==> config.mk <==
export PLATFORM = sky130hd
export DESIGN_NAME = gray_packer
export DESIGN_NICKNAME = d
export VERILOG_FILES = /design/src/rtl/gray_packer_pkg.sv /design/src/rtl/rgb565_to_gray.sv /design/src/rtl/gray_packer.sv
export SDC_FILE = /design/constraint.sdc
export NUM_CORES = 1
export LEC_CHECK = 0
export ABC_AREA = 1
export CAP_MARGIN = 20
export CORE_ASPECT_RATIO = 0.6
export CORE_UTILIZATION = 60
export DETAILED_ROUTE_END_ITERATION = 7
export PLACE_DENSITY = 0.82
export SYNTH_ARGS = -nofsm -noshare
export SYNTH_HDL_FRONTEND = slang
export SYNTH_SLANG_ARGS = --single-unit
==> constraint.sdc <==
create_clock -name clk -period 2.7 [get_ports clk]
set_input_delay 0.405 -clock clk [delete_from_list [all_inputs] [get_ports clk]]
set_output_delay 0.405 -clock clk [all_outputs]
set_load 0.005 [all_outputs]
==> src/rtl/gray_packer_pkg.sv <==
// Shared image-pipeline definitions: gray weights, packer states, channel expansion.
package gray_packer_pkg;

  // BT.601-style luma weights in 8.8 fixed point; they sum to 256
  localparam logic [7:0] GRAY_COEF_R = 8'd77;
  localparam logic [7:0] GRAY_COEF_G = 8'd150;
  localparam logic [7:0] GRAY_COEF_B = 8'd29;

  typedef enum logic {
    WAIT_SYNC = 1'b0,
    ACTIVE    = 1'b1
  } packer_state_e;

  // Widen a 5-bit channel to 8 bits by replicating its top bits
  function automatic logic [7:0] expand5(input logic [4:0] c);
    return {c, c[4:2]};
  endfunction

  // Widen a 6-bit channel to 8 bits by replicating its top bits
  function automatic logic [7:0] expand6(input logic [5:0] c);
    return {c, c[5:4]};
  endfunction

endpackage

==> src/rtl/rgb565_to_gray.sv <==
// Combinational RGB565 to 8-bit gray conversion.
module rgb565_to_gray
  import gray_packer_pkg::*;
(
  input  logic [15:0] rgb_i,
  output logic [7:0]  gray_o
);

  logic [7:0]  r8;
  logic [7:0]  g8;
  logic [7:0]  b8;
  logic [15:0] sum;

  // Expand each channel to 8 bits, weight and drop the 8 fractional bits
  always_comb begin
    r8     = expand5(rgb_i[15:11]);
    g8     = expand6(rgb_i[10:5]);
    b8     = expand5(rgb_i[4:0]);
    sum    = ({8'd0, GRAY_COEF_R} * {8'd0, r8})
           + ({8'd0, GRAY_COEF_G} * {8'd0, g8})
           + ({8'd0, GRAY_COEF_B} * {8'd0, b8});
    gray_o = 8'(sum >> 8);
  end

endmodule

==> src/rtl/gray_packer.sv <==
// Converts a framed RGB565 pixel stream to gray and packs four pixels per 32-bit word.
module gray_packer
  import gray_packer_pkg::*;
#(
  parameter int IMG_WIDTH  = 640,
  parameter int IMG_HEIGHT = 480
) (
  input  logic        clk,
  input  logic        reset,
  input  logic        img_valid,
  output logic        img_ready,
  input  logic        img_sync,
  input  logic [15:0] img_data,
  output logic        out_valid,
  input  logic        out_ready,
  output logic [31:0] out_data,
  output logic        out_sync,
  output logic        out_last,
  output logic        frame_err
);

  localparam int COL_W = $clog2(IMG_WIDTH);
  localparam int ROW_W = (IMG_HEIGHT > 1) ? $clog2(IMG_HEIGHT) : 1;
  localparam logic [COL_W-1:0] COL_LAST      = COL_W'(IMG_WIDTH - 1);
  localparam logic [COL_W-1:0] COL_WORD0_END = COL_W'(3);
  localparam logic [ROW_W-1:0] ROW_LAST      = ROW_W'(IMG_HEIGHT - 1);

  packer_state_e    state_q, state_d;
  logic [1:0]       lane_q, lane_d;
  logic [COL_W-1:0] col_q, col_d;
  logic [ROW_W-1:0] row_q, row_d;
  logic [23:0]      lanes_q, lanes_d;
  logic             outValid_q, outValid_d;
  logic [31:0]      outData_q, outData_d;
  logic             outSync_q, outSync_d;
  logic             outLast_q, outLast_d;
  logic             frameErr_q, frameErr_d;
  logic [7:0]       gray;
  logic             accept;
  logic             frameStart;

  rgb565_to_gray u_gray (
    .rgb_i  (img_data),
    .gray_o (gray)
  );

  // Only the fourth lane needs room in the output register; it may complete as the held word drains
  always_comb begin
    img_ready = (state_q == WAIT_SYNC) || (lane_q != 2'd3) || !outValid_q || out_ready;
  end

  // Next-state logic: frame tracking, lane fill, word hand-off and sync-error restart
  always_comb begin
    state_d    = state_q;
    lane_d     = lane_q;
    col_d      = col_q;
    row_d      = row_q;
    lanes_d    = lanes_q;
    outValid_d = outValid_q;
    outData_d  = outData_q;
    outSync_d  = outSync_q;
    outLast_d  = outLast_q;
    frameErr_d = 1'b0;
    accept     = img_valid && img_ready;
    frameStart = 1'b0;

    if (outValid_q && out_ready) begin
      outValid_d = 1'b0;
    end

    case (state_q)
      WAIT_SYNC: begin
        if (accept && img_sync) begin
          frameStart = 1'b1;
          state_d    = ACTIVE;
        end
      end
      ACTIVE: begin
        if (accept) begin
          if (img_sync && !((row_q == '0) && (col_q == '0))) begin
            frameErr_d = 1'b1;
            frameStart = 1'b1;
          end else begin
            case (lane_q)
              2'd0: lanes_d[7:0]   = gray;
              2'd1: lanes_d[15:8]  = gray;
              2'd2: lanes_d[23:16] = gray;
              default: begin
                outData_d  = {gray, lanes_q};
                outValid_d = 1'b1;
                outSync_d  = (row_q == '0) && (col_q == COL_WORD0_END);
                outLast_d  = (col_q == COL_LAST);
              end
            endcase
            lane_d = lane_q + 2'd1;
            if (col_q == COL_LAST) begin
              col_d = '0;
              if (row_q == ROW_LAST) begin
                row_d   = '0;
                state_d = WAIT_SYNC;
              end else begin
                row_d = row_q + 1'b1;
              end
            end else begin
              col_d = col_q + 1'b1;
            end
          end
        end
      end
      default: state_d = WAIT_SYNC;
    endcase

    if (frameStart) begin
      lanes_d[7:0] = gray;
      lane_d       = 2'd1;
      col_d        = COL_W'(1);
      row_d        = '0;
    end
  end

  // State and datapath registers
  always_ff @(posedge clk or posedge reset) begin
    if (reset) begin
      state_q    <= WAIT_SYNC;
      lane_q     <= '0;
      col_q      <= '0;
      row_q      <= '0;
      lanes_q    <= '0;
      outValid_q <= 1'b0;
      outData_q  <= '0;
      outSync_q  <= 1'b0;
      outLast_q  <= 1'b0;
      frameErr_q <= 1'b0;
    end else begin
      state_q    <= state_d;
      lane_q     <= lane_d;
      col_q      <= col_d;
      row_q      <= row_d;
      lanes_q    <= lanes_d;
      outValid_q <= outValid_d;
      outData_q  <= outData_d;
      outSync_q  <= outSync_d;
      outLast_q  <= outLast_d;
      frameErr_q <= frameErr_d;
    end
  end

  assign out_valid = outValid_q;
  assign out_data  = outData_q;
  assign out_sync  = outSync_q;
  assign out_last  = outLast_q;
  assign frame_err = frameErr_q;

endmodule
# After elaboration in Yosys (flattened, before gate mapping)

Cells that the tools add are included.

Add/sub/neg operators: 5
Multiply operators: 3
Equal/unequal tests: 7
Bitwise gates (word level): 3
Reduce and logical (&&, ||, !) cells: 25
Muxes and demuxes: 35

Operators with widths:

| kind                  | number |
|---|---|
| $mux 9                | 6 |
| $mux 10               | 5 |
| $mux 8                | 5 |
| $mul 7x8->15 const A  | 2 |
| $reduce_and 4->1      | 5 |
| $add 15x16->16        | 1 |
| $add 16x13->16        | 1 |
| $mul 5x8->13 const A  | 1 |
| $mux 1                | 13 |
| $add 10x1->10 const B | 1 |
| $eq 10x10->1 const B  | 1 |
| $eq 10x2->1 const B   | 1 |
| $logic_not 10->1      | 1 |
| $add 9x1->9 const B   | 1 |
| $eq 9x9->1 const B    | 1 |
| $logic_not 9->1       | 1 |
| $mux 2                | 4 |
| $reduce_bool 2->1     | 4 |
| $logic_and 1x1->1     | 6 |
| $ne 2x2->1 const B    | 2 |
| $pmux 1 s2            | 2 |
| $logic_or 1x1->1      | 3 |
| $not 1->1             | 3 |
| $reduce_and 3->1      | 1 |
| 6 further kinds       | 7 |

Register bits: 82
Logic and storage cells: 90

# Logic depth before layout (Yosys ltp)

Word-level depth: 10
Depth in mapped cells: 30
Depth with buffers taken out: 30

# Hierarchy

Synthesis repeated with hierarchy kept, for this count alone.

Cell total of the unflattened synthesis: 870
Area, all modules: 7221.9 um^2

By module, submodules not included:

| module         | instances | cells an instance | area an instance (um^2) |
|---|---|---|---|
| gray_packer    | 1         | 458               | 3896.2 |
| rgb565_to_gray | 1         | 412               | 3325.7 |

# Least setup slack after synthesis

Ideal clock, no wire load.

Path kind: input to register
Start point: input port img_data[7]
End point: register lanes_q[22]
Data required time: 2.574 ns
Cell stages on the path: 24
Path slack: -3.099 ns
Arrival: 5.673 ns
Path through: ha_1 > ha_1 > inv_1 > fa_1 > fa_1 > inv_1 > ha_1 > nand2_1 > nand2_1 > a31oi_1 > xnor2_1 > ha_1 > fa_1 > inv_1 > fa_1 > fa_1 > inv_1 > ha_1 > a21oi_1 > o21ai_0 > a21oi_1 > nand3_1 > nand3_1 > o21ai_0

Cells in the longest elaborated chain, start to end: 3

RTL lines:

| item                 | line                 | RTL |
|---|---|---|
| start, declared      | gray_packer.sv:13    | `input logic [15:0] img_data,` |
| $mul 7x8->15         | rgb565_to_gray.sv:20 | `+ ({8'd0, GRAY_COEF_G} * {8'd0, g8})` |
| $add 15x16->16       | rgb565_to_gray.sv:20 |  |
| $add 16x13->16       | rgb565_to_gray.sv:21 | `+ ({8'd0, GRAY_COEF_B} * {8'd0, b8});` |
| end signal, assigned | gray_packer.sv:139   | `lanes_q <= lanes_d;` |
| end, declared        | gray_packer.sv:32    | `logic [23:0] lanes_q, lanes_d;` |

No other way between the ends.
A chain may end at the register's enable or synchronous reset.

# Final worst setup path

Start point: input port img_data[8]
End point: register outData_q[29], in the netlist out_data[29]

Cells in the longest elaborated chain, start to end: 3

RTL lines:

| item                 | line                 | RTL |
|---|---|---|
| $mul 7x8->15         | rgb565_to_gray.sv:20 |  |
| $add 15x16->16       | rgb565_to_gray.sv:20 |  |
| $add 16x13->16       | rgb565_to_gray.sv:21 |  |
| end signal, assigned | gray_packer.sv:141   | `outData_q <= outData_d;` |
| end, declared        | gray_packer.sv:34    | `logic [31:0] outData_q, outData_d;` |

No other way between the ends.

==> metrics.md <==
| Metric | Value |
|---|---|
| Most used flip-flop cell after synthesis | dfrtp_1 |
| Starting density of the core | 0.622 |
| Placed Cells | 1139 |
| Synth-to-layout area growth | 32.2% |
| Setup ws final | -2.95 ns |
| Worst Path Arrival | 5.88 ns |
| Final WL | 21600 um |
| Initial antenna violation count | 0 |
| Yosys warning count | 0 |
| CTS tree | built |
| DIE WIDTH | 142 um |
| Fmax achieved | 177 MHz |
| Share of cells above drive strength 1 | 0.238 |
| Syn avg cell area | 8.27 um2 |
| DRC | 0 |
| Met3 Wirelength | 1940 um |
| Post-synth net total | 1025 |
| R2R setup slack | 0.53 ns |
| Slew @ Worst Pin | 0.635 ns |
| Vias in the first global route | 6384 |
| Non-Filler Instances | 1158 |
| Endpoint class of the critical path | flop |
| Die height | 86.2 um |
| Longest Clk Path Bufs | 2 |
| Worst Path Required | 2.94 ns |
| Root Driver | clkbuf_16 |
| Slew margin rel. | 0.576 |
| Minimum clock period | 5.65 ns |
| Nets@finish | 1160 |
| CTS Buf Count | 9 |
| Failing checks | negative setup slack |
| Hpwl dp | 13400 um |
| Final Max Slew Viols | 0 |
| EDFF count, synth | 0 |
| Top-count cell post-synth | nand2_1 |
| Post-route clock period utilization | 2.09 |
| Gp weighted congestion | 0.911 |
| Iter 0 DRT Violations | 585 |
| Synth unique cells | 35 |
| Max-cap violations | 0 |
| Metal-1 WL | 8830 um |
| Overflow after GRT | 0 |
| Post-synth top area share | 0.289 |
| Final setup viols | 32 |
| Global-route wire length before repair | 30900 um |
| Clk sinks | 82 |
| Met2 wire length | 9890 um |
| R2R depth | 8 |
| Rows | 30 |
| Top Layer Used | met4 |
| Number of I/O pins | 58 |
| Routed vias/inst | 5.76 |
| Via count | 6666 |
| Worst reg2reg startpoint | lane_q[0] |
| R2R Path End | lanes_q[1] |
| Largest net degree at the start of global routing | 51 |
| DIE AREA | 12300 um2 |
| Mapped Area | 7090 um2 |
| Worst-Skew Late Latency | 0.35 ns |
| RSZ-0062 raised after global routing | yes |
| CORE AREA | 11400 um2 |
| Startpoint types | input pin |
| Worst hold path type | in -> async |
| ANT cells | 0 |
| Biggest area consumer among synthesized cells | dfrtp_1 |
| 1st-pass router iterations | 5 |
| Detail Route Antenna Nets | 0 |
| Synth top cells by count | 241 x nand2_1, 152 x inv_1, 92 x ha_1 |
| Htree depth | 3 |
| Clock-pin slew on the worst setup and hold paths | 0.07 ns |
| GRT Util Overall | 0.329 |
| Outcome | finished, violations left |
| Largest cells by area after synthesis | dfrtp_1 29%, ha_1 16%, fa_1 15% |
| Clk_skew | 0.0107 ns |
| Asr flop ratio synth | 1.00 |
| Drt wl/cell | 18.7 um |
| Critical path launch point | img_data[8] |
| CP endpoint | out_data[29] |
| Final hold vios | 0 |
| PortBufs | 57 |
| Place WS | -3.51 ns |
| Crit-path max FO | 4 |
| Seq/Total Area, Yosys | 0.289 |
| Setup CP Type | in -> reg |
| Seq cells post-synth | 82 |
| Cells after Synth | 858 |
flip-flops by register name, summed over array words and instances, names as in the netlist:
name,count
col_q,10
frame_err,1
lane_q,2
lanes_q,24
out_data,32
out_last,1
out_sync,1
out_valid,1
row_q,9
state_q,1
through the flow:
step           hold WS (ns)  setup TNS, ns  cell area, um2  utilization
3_3_place_gp          0.449        -105.80            8570        0.751
4_1_cts               0.437         -84.77            9100        0.797
6_report              0.414         -89.40            9380        0.822
5_1_grt               0.467         -93.46            9380        0.822
2_1_floorplan         0.442         -80.42            7300            -
3_5_place_dp          0.463        -108.97            8570        0.751
cells in the final DEF, fill, tap and decap left out, types with 3 or more instances in the layout:
master,n
nand2_1,208
inv_1,133
dfrtp_1,82
ha_1,73
buf_4,73
fa_1,52
clkdlybuf4s50_1,51
nor2_1,40
nand3_1,37
nand2_2,26
inv_2,19
ha_4,18
o21ai_1,15
a21oi_1,13
nand3_2,12
nand2_4,12
nand4_1,12
o21ai_0,10
clkbuf_16,9
xor2_1,8
nor2_2,6
o21bai_1,6
nor2_4,6
buf_6,6
a21oi_4,5
a21oi_2,5
o21ai_2,5
nor3_1,4
nand3_4,4
inv_4,3
a21o_1,3
xnor2_1,3
inv_8,3
buf_8,3
cell type report:
| type | count | area, um2 |
|---|---|---|
| Sequential cell | 82 | 2050 |
| Clock inverter | 7 | 66.3 |
| Multi-Input combinational cell | 607 | 5030 |
| Inverter | 157 | 599 |
| Timing Repair Buffer | 136 | 1210 |
| Clock buffer | 9 | 225 |
| Fill cell | 685 | 2040 |
| Tap cell | 160 | 200 |
timing repair:
item,CTS,global route
setup buffers,1,2
hold buffers,0,0
setup endpoints to repair,32,32
resized for setup,76,71
pin swaps,48,65
cloned,0,0
hold endpoints to repair,0,0
per-layer routing:
| layer | global-route usage | vias up |
|---|---|---|
| li1 | - | 2967 |
| met1 | 0.458 | 3198 |
| met2 | 0.527 | 396 |
| met3 | 0.0702 | 105 |
| met4 | 0.0880 | 0 |
| met5 | 0 | - |
kinds of logic after synthesis:
family                     Yosys count  synth area share
AOI/OAI and AO/OA                   70            0.0542
xor gates and xnor gates            16            0.0198
buffers and inverters              169            0.0953
DFF                                 82             0.289
adders and majority gates          146             0.315
and+or+nand+nor                    375             0.227
critical path, cell delays in order:
cell and delay, ns:
buf_8 0.10, ha_4 0.27, ha_4 0.20, ha_4 0.26, inv_2 0.03, fa_1 0.50, inv_2 0.06, ha_4 0.28
inv_4 0.04, nor2_4 0.12, nor2_4 0.06, xnor2_2 0.14, fa_1 0.50, fa_1 0.54, inv_2 0.05, fa_2 0.53
fa_1 0.43, inv_2 0.10, ha_4 0.23, nand2_2 0.08, nand2_2 0.08, a21oi_2 0.18, o21a_1 0.20, nand2_1 0.11
nand2_1 0.09, nand2_2 0.09, nand2_1 0.10, nand2_1 0.09
how the worst min path moves through the flow:
stage	start	end	slack (ns)	cells after the start
2_1_floorplan	lanes_q[10]	out_data[10]	0.44	2
3_3_place_gp	lanes_q[19]	out_data[19]	0.45	2
3_5_place_dp	lanes_q[10]	out_data[10]	0.46	2
4_1_cts	reset	lanes_q[11]	0.44	2
5_1_grt	reset	out_data[13]	0.47	2
6_report	reset	lanes_q[11]	0.41	2
Power is left out: the tool's default activity adds up to more than one toggle a clock period on the data nets, which glitch-free logic cannot reach.
==> RTL edit 1: new RTL, same flow settings <==
Put one more register stage on the output `out_sync`, without a reset. The value now appears one clock later. The other outputs are not delayed to match.
--- a/src/rtl/gray_packer.sv
+++ b/src/rtl/gray_packer.sv
@@ -147,7 +147,9 @@
 
   assign out_valid = outValid_q;
   assign out_data  = outData_q;
-  assign out_sync  = outSync_q;
+  always_ff @(posedge clk) begin
+    out_sync <= outSync_q;
+  end
   assign out_last  = outLast_q;
   assign frame_err = frameErr_q;
 
Formal check against the unedited RTL: not equivalent (a bounded check fails within 10 cycles, from zero or initial values and one cycle with reset high).
==> RTL edit 1 against the original RTL <==
The flow still finishes with violations (negative setup slack); area after synthesis decreased by 0.67%; die area down 0.66%; highest routed layer unchanged; fmax fell by 0.33%; synthesized cell count shrank 0.12%; largest cell class unchanged; setup slack lost 18 ps; sequential cell count up 1; routed wire length is 13% lower; critical path type unchanged; global-route usage is 2.0 points lower; design area down 0.85%; non-clock buffer count is 4 lower.
Power is left out: the tool's default activity adds up to more than one toggle a clock period on the data nets, which glitch-free logic cannot reach.
==> RTL edit 1: results (changes against the original RTL) <==
** Run status
- The run finished, with violations left.
- Failing checks :: negative setup slack

** GRT
- The overall fraction of global-route tracks in use came to 30.92% (-2.0 points).
- The global-route met1 utilization was 46.94% (+1.1 points).
- The first-pass GRT wire length came to 29.16 mm (-5.6%).
- The met2 demand-to-capacity share in global routing is 47.16% (-5.5 points).
- Met3 capacity usage during global routing :: 6.421% (-0.60 points)
- The pin count of the biggest net entering global routing was 41 (-20%).
- Via count of the first global-routing pass :: 5995 (-6.1%)

** Final layout
- The multi-input combinational gate total came to 609 (+0.33%).
- The fraction of cell area in non-clock buffers is 12.69% (-0.17 points).
- The number of non-clock inverters came to 154 (-1.9%).
- The share of cells above drive strength 1 was 21.83% (-2.0 points).
- Number of filler cells placed in the layout :: 677 (-1.2%)
- Finished Cell Area :: 0.009295 mm² (-0.85%)
- Number of clock buffers in the layout :: 10 (+1)
- The final cell count without fillers is 1154 (-0.35%).
- Net count reported at finish :: 1156 (-0.34%)
- The number of non-clock buffers was 132 (-2.9%).
- The fraction of area in registers came to 22.29% (+0.40 points).

** Synth
- The share of synthesized flip-flops with an asynchronous set or reset was 98.80% (-1.2 points).
- Seq cells post-synth :: 83 (+1.2%)
- The post-synthesis instance total was 857 (-0.12%).
- Yosys attributes the largest share of cell area to sky130_fd_sc_hd__dfrtp_1, sky130_fd_sc_hd__ha_1, sky130_fd_sc_hd__fa_1, sky130_fd_sc_hd__nand2_1, sky130_fd_sc_hd__inv_1.
- The total nets after synthesis was 1024 (-0.098%).
- Post-synth cell types :: 36 (+2.9%)
- The synthesized area per cell was 8.221 µm² (-0.55%).
- The share of synthesized area occupied by flip-flops and latches came to 29.41% (+0.48 points).
- By count the netlist is led by sky130_fd_sc_hd__nand2_1, sky130_fd_sc_hd__inv_1, sky130_fd_sc_hd__ha_1.

** Clocking
- Latest clock arrival within the worst-skew pair :: 340 ps

** Drt
- The number of optimization iterations in the first detailed-route pass came to 5 (unchanged).
- Post-route met1 wirelength :: 8.730 mm (-1.1%)
- The routed wire length was 18.80 mm (-13%).
- The length of routed met3 wiring is 1.299 mm (-33%).
- The met2 routed wirelength was 8.508 mm (-14%).
- Vias after detailed routing :: 6240 (-6.4%)

** Timing
- Count of endpoints failing setup in the final report :: 32 (unchanged)
- Slack of the critical path :: -2963 ps (-18.40 ps)
- The slew at the pin with the worst max-slew slack is 610.4 ps (-24.54 ps).
- Total Neg Setup Slack :: -89930 ps (-528.0 ps)
- The largest clock skew in the final design was 5.208 ps (-5.470 ps).

** Critical path
- The most critical setup path has its startpoint at img_data[9].
- The data arrival time at the worst-slack endpoint was 5900 ps (+20 ps).
- Slowest cell on crit path :: sky130_fd_sc_hd__fa_2
- The maximum cell stage delay along the critical path came to 580 ps (+40 ps).
- The startpoint identified for the worst register-to-register timing path is row_q[0]$_DFFE_PP0P_.

** Placed design
- The weighted congestion reported at the end of routability-driven placement is 0.8958 (-1.7%).
- DP Wirelength :: 12.83 mm (-4.0%)
- The post-placement worst setup slack came to -3499 ps (+8.680 ps).

** Hold path
- Worst min-delay path class :: reg2reg
## RTL edit 1: repair_timing
item / 4_1_cts / 5_1_grt
buffers inserted: 4 / 4
setup endpoints to repair: 32 / 32
resized for setup: 84 / 44
pin swaps: 45 / 52
## RTL edit 1: cell families (layout without fill, tap and decap cells)
kind of cell	after synthesis	count (layout)	share of synthesized area (%)
compound gates	65	65	5.026
xor+xnor	14	14	1.740
fa+ha+maj	146	146	31.68
buf+inv	165	302	9.323
flops	83	83	29.41
simple gates	384	384	22.82
## RTL edit 1: path summary, 6_finish.rpt
check / cells past startpoint / slack (ps) / end
max reg2reg: 12 / 380 / lanes_q[7]$_DFFE_PP0P_
min: 0 / 380 / out_sync$_DFF_P_
min reg2reg: 0 / 380 / out_sync$_DFF_P_
max in group asynchronous: 3 / 1720 / out_data[19]$_DFFE_PP0P_
max: 27 / -2960 / lanes_q[2]$_DFFE_PP0P_
min in group asynchronous: 2 / 390 / out_data[6]$_DFFE_PP0P_
==> RTL edit 2: new RTL, config.mk and constraints unchanged <==
Made on the original files. Set the parameter `IMG_WIDTH` to 160 (it was 640).
--- a/src/rtl/gray_packer.sv
+++ b/src/rtl/gray_packer.sv
@@ -2,7 +2,7 @@
 module gray_packer
   import gray_packer_pkg::*;
 #(
-  parameter int IMG_WIDTH  = 640,
+  parameter int IMG_WIDTH  = 160,
   parameter int IMG_HEIGHT = 480
 ) (
   input  logic        clk,
Behaviour: no difference found for any inputs over 4 cycles, from zero or initial values and one cycle with reset high; that may be too few to reach the edited logic, so the function may still have changed.
==> RTL edit 2 against the original RTL <==
The run still ends with negative setup slack left; critical path depth rose by 1; cell count decreased by 0.69%; utilization is 0.40 points lower; sequential cell count is 2 lower; routed wire length shrank 13%; critical endpoint is now lanes_q[22]$_DFFE_PP0P_; area after synthesis down 1.6%; first-iteration DRC count is 35% lower; design area shrank 1.5%; setup slack gained 79 ps.
Power is not shown: default switching activity piles up to over one toggle a cycle in this logic, so the estimate is an artifact.
==> RTL edit 2: results (changes against the original RTL) <==
** Critical path
- CP max FO :: 4 (unchanged)
- The slowest stage of the critical path is the sky130_fd_sc_hd__fa_2 cell.
- Worst setup path endpoint :: lanes_q[22]$_DFFE_PP0P_
- The reg2reg setup slack was 670 ps (+140 ps).
- In this run the worst setup path begins at img_data[7].
- Reg-to-reg critical path startpoint :: row_q[0]$_DFFE_PP0P_

** Die
- Width of the die :: 141.2 µm (-0.79%)

** Drt
- The met2 routed wirelength was 8.827 mm (-11%).
- The number of vias in the routed layout came to 6149 (-7.8%).
- The initial DRC count came to 383 (-35%).
- The final routed wire length divided by cell count was 16.39 µm (-12%).
- The total routed wire length on the met1 layer is 8.231 mm (-6.7%).

** Final layout
- Buffers excl. clock :: 139 (+2.2%)
- Comb_multi_in :: 604 (-0.49%)
- The number of nets in the layout came to 1152 (-0.69%).
- Multi-input logic portion of the cell area :: 53.77% (+0.16 points)
- The fill cell total of the finished layout is 646 (-5.7%).
- Seq_cells :: 80 (-2.4%)
- Non-clock inverter count :: 151 (-3.8%)
- The fraction of cell area in non-clock buffers was 13.08% (+0.22 points).
- The share of cells above drive strength 1 is 23.84% (about the same).

** Synth
- Sequential fraction of the synthesis area :: 28.68% (-0.25 points)
- Mapped Nets :: 1013 (-1.2%)
- Sorting the synthesized cells by area gives the leading types as sky130_fd_sc_hd__dfrtp_1, sky130_fd_sc_hd__ha_1, sky130_fd_sc_hd__fa_1, sky130_fd_sc_hd__nand2_1, sky130_fd_sc_hd__inv_1.

** Run status
- The flow ran to the end, but the final reports show violations.
- The final reports fail on negative setup slack.

** GRT
- The met2 demand-to-capacity share in global routing is 49.82% (-2.9 points).
- Met3 capacity usage during global routing :: 6.924% (-0.093 points)
- The global-route met1 utilization came to 44.65% (-1.2 points).
- The overall fraction of global-route tracks in use is 31.47% (-1.4 points).
- Largest net degree at the start of global routing :: 41 (-20%)
- The first-pass GRT wire length came to 29.57 mm (-4.2%).
- Via count of the first global-routing pass :: 6266 (-1.8%)

** Timing
- Slack of the critical path :: -2866 ps (+79.04 ps)
- Worst setup skew after layout :: 7.641 ps (-3.037 ps)
- The total of endpoints with negative setup slack in the final report is 32 (unchanged).

** Placed design
- Final Wtd Congestion :: 0.9189 (+0.85%)
- The post-placement cell area came to 0.008466 mm² (-1.2%).
RTL edit 2: cell families (layout without fill, tap and decap cells):
| family | count (synthesis) | in the layout | synth area share, % |
|---|---|---|---|
| AND/OR/NAND/NOR | 392 | 392 | 24.20 |
| flip-flops | 80 | 80 | 28.68 |
| buffers and inverters | 162 | 306 | 9.250 |
| adder cells (fa/ha/maj) | 146 | 146 | 31.98 |
| AO/OA/AOI/OAI | 51 | 51 | 3.998 |
| XOR/XNOR | 15 | 15 | 1.882 |
RTL edit 2: metrics by stage:
step	setup TNS, ps	utilization [%]	cells	setup WS [ps]	hold WS (ps)
detailed placement	-111390	74.93	1127	-3581	460.7
global route	-93480	81.76	1150	-3081	482.0
floorplan	-81130	-	846	-2677	442.2
CTS	-85790	79.29	1149	-2793	460.9
finish	-88120	81.76	1150	-2866	436.8
global placement	-107140	74.93	1127	-3424	456.7
RTL edit 2: timing repair:
item,CTS,global route
setup buffers,6,3
pin swaps,41,52
setup endpoints to repair,32,32
gates resized for setup,58,64
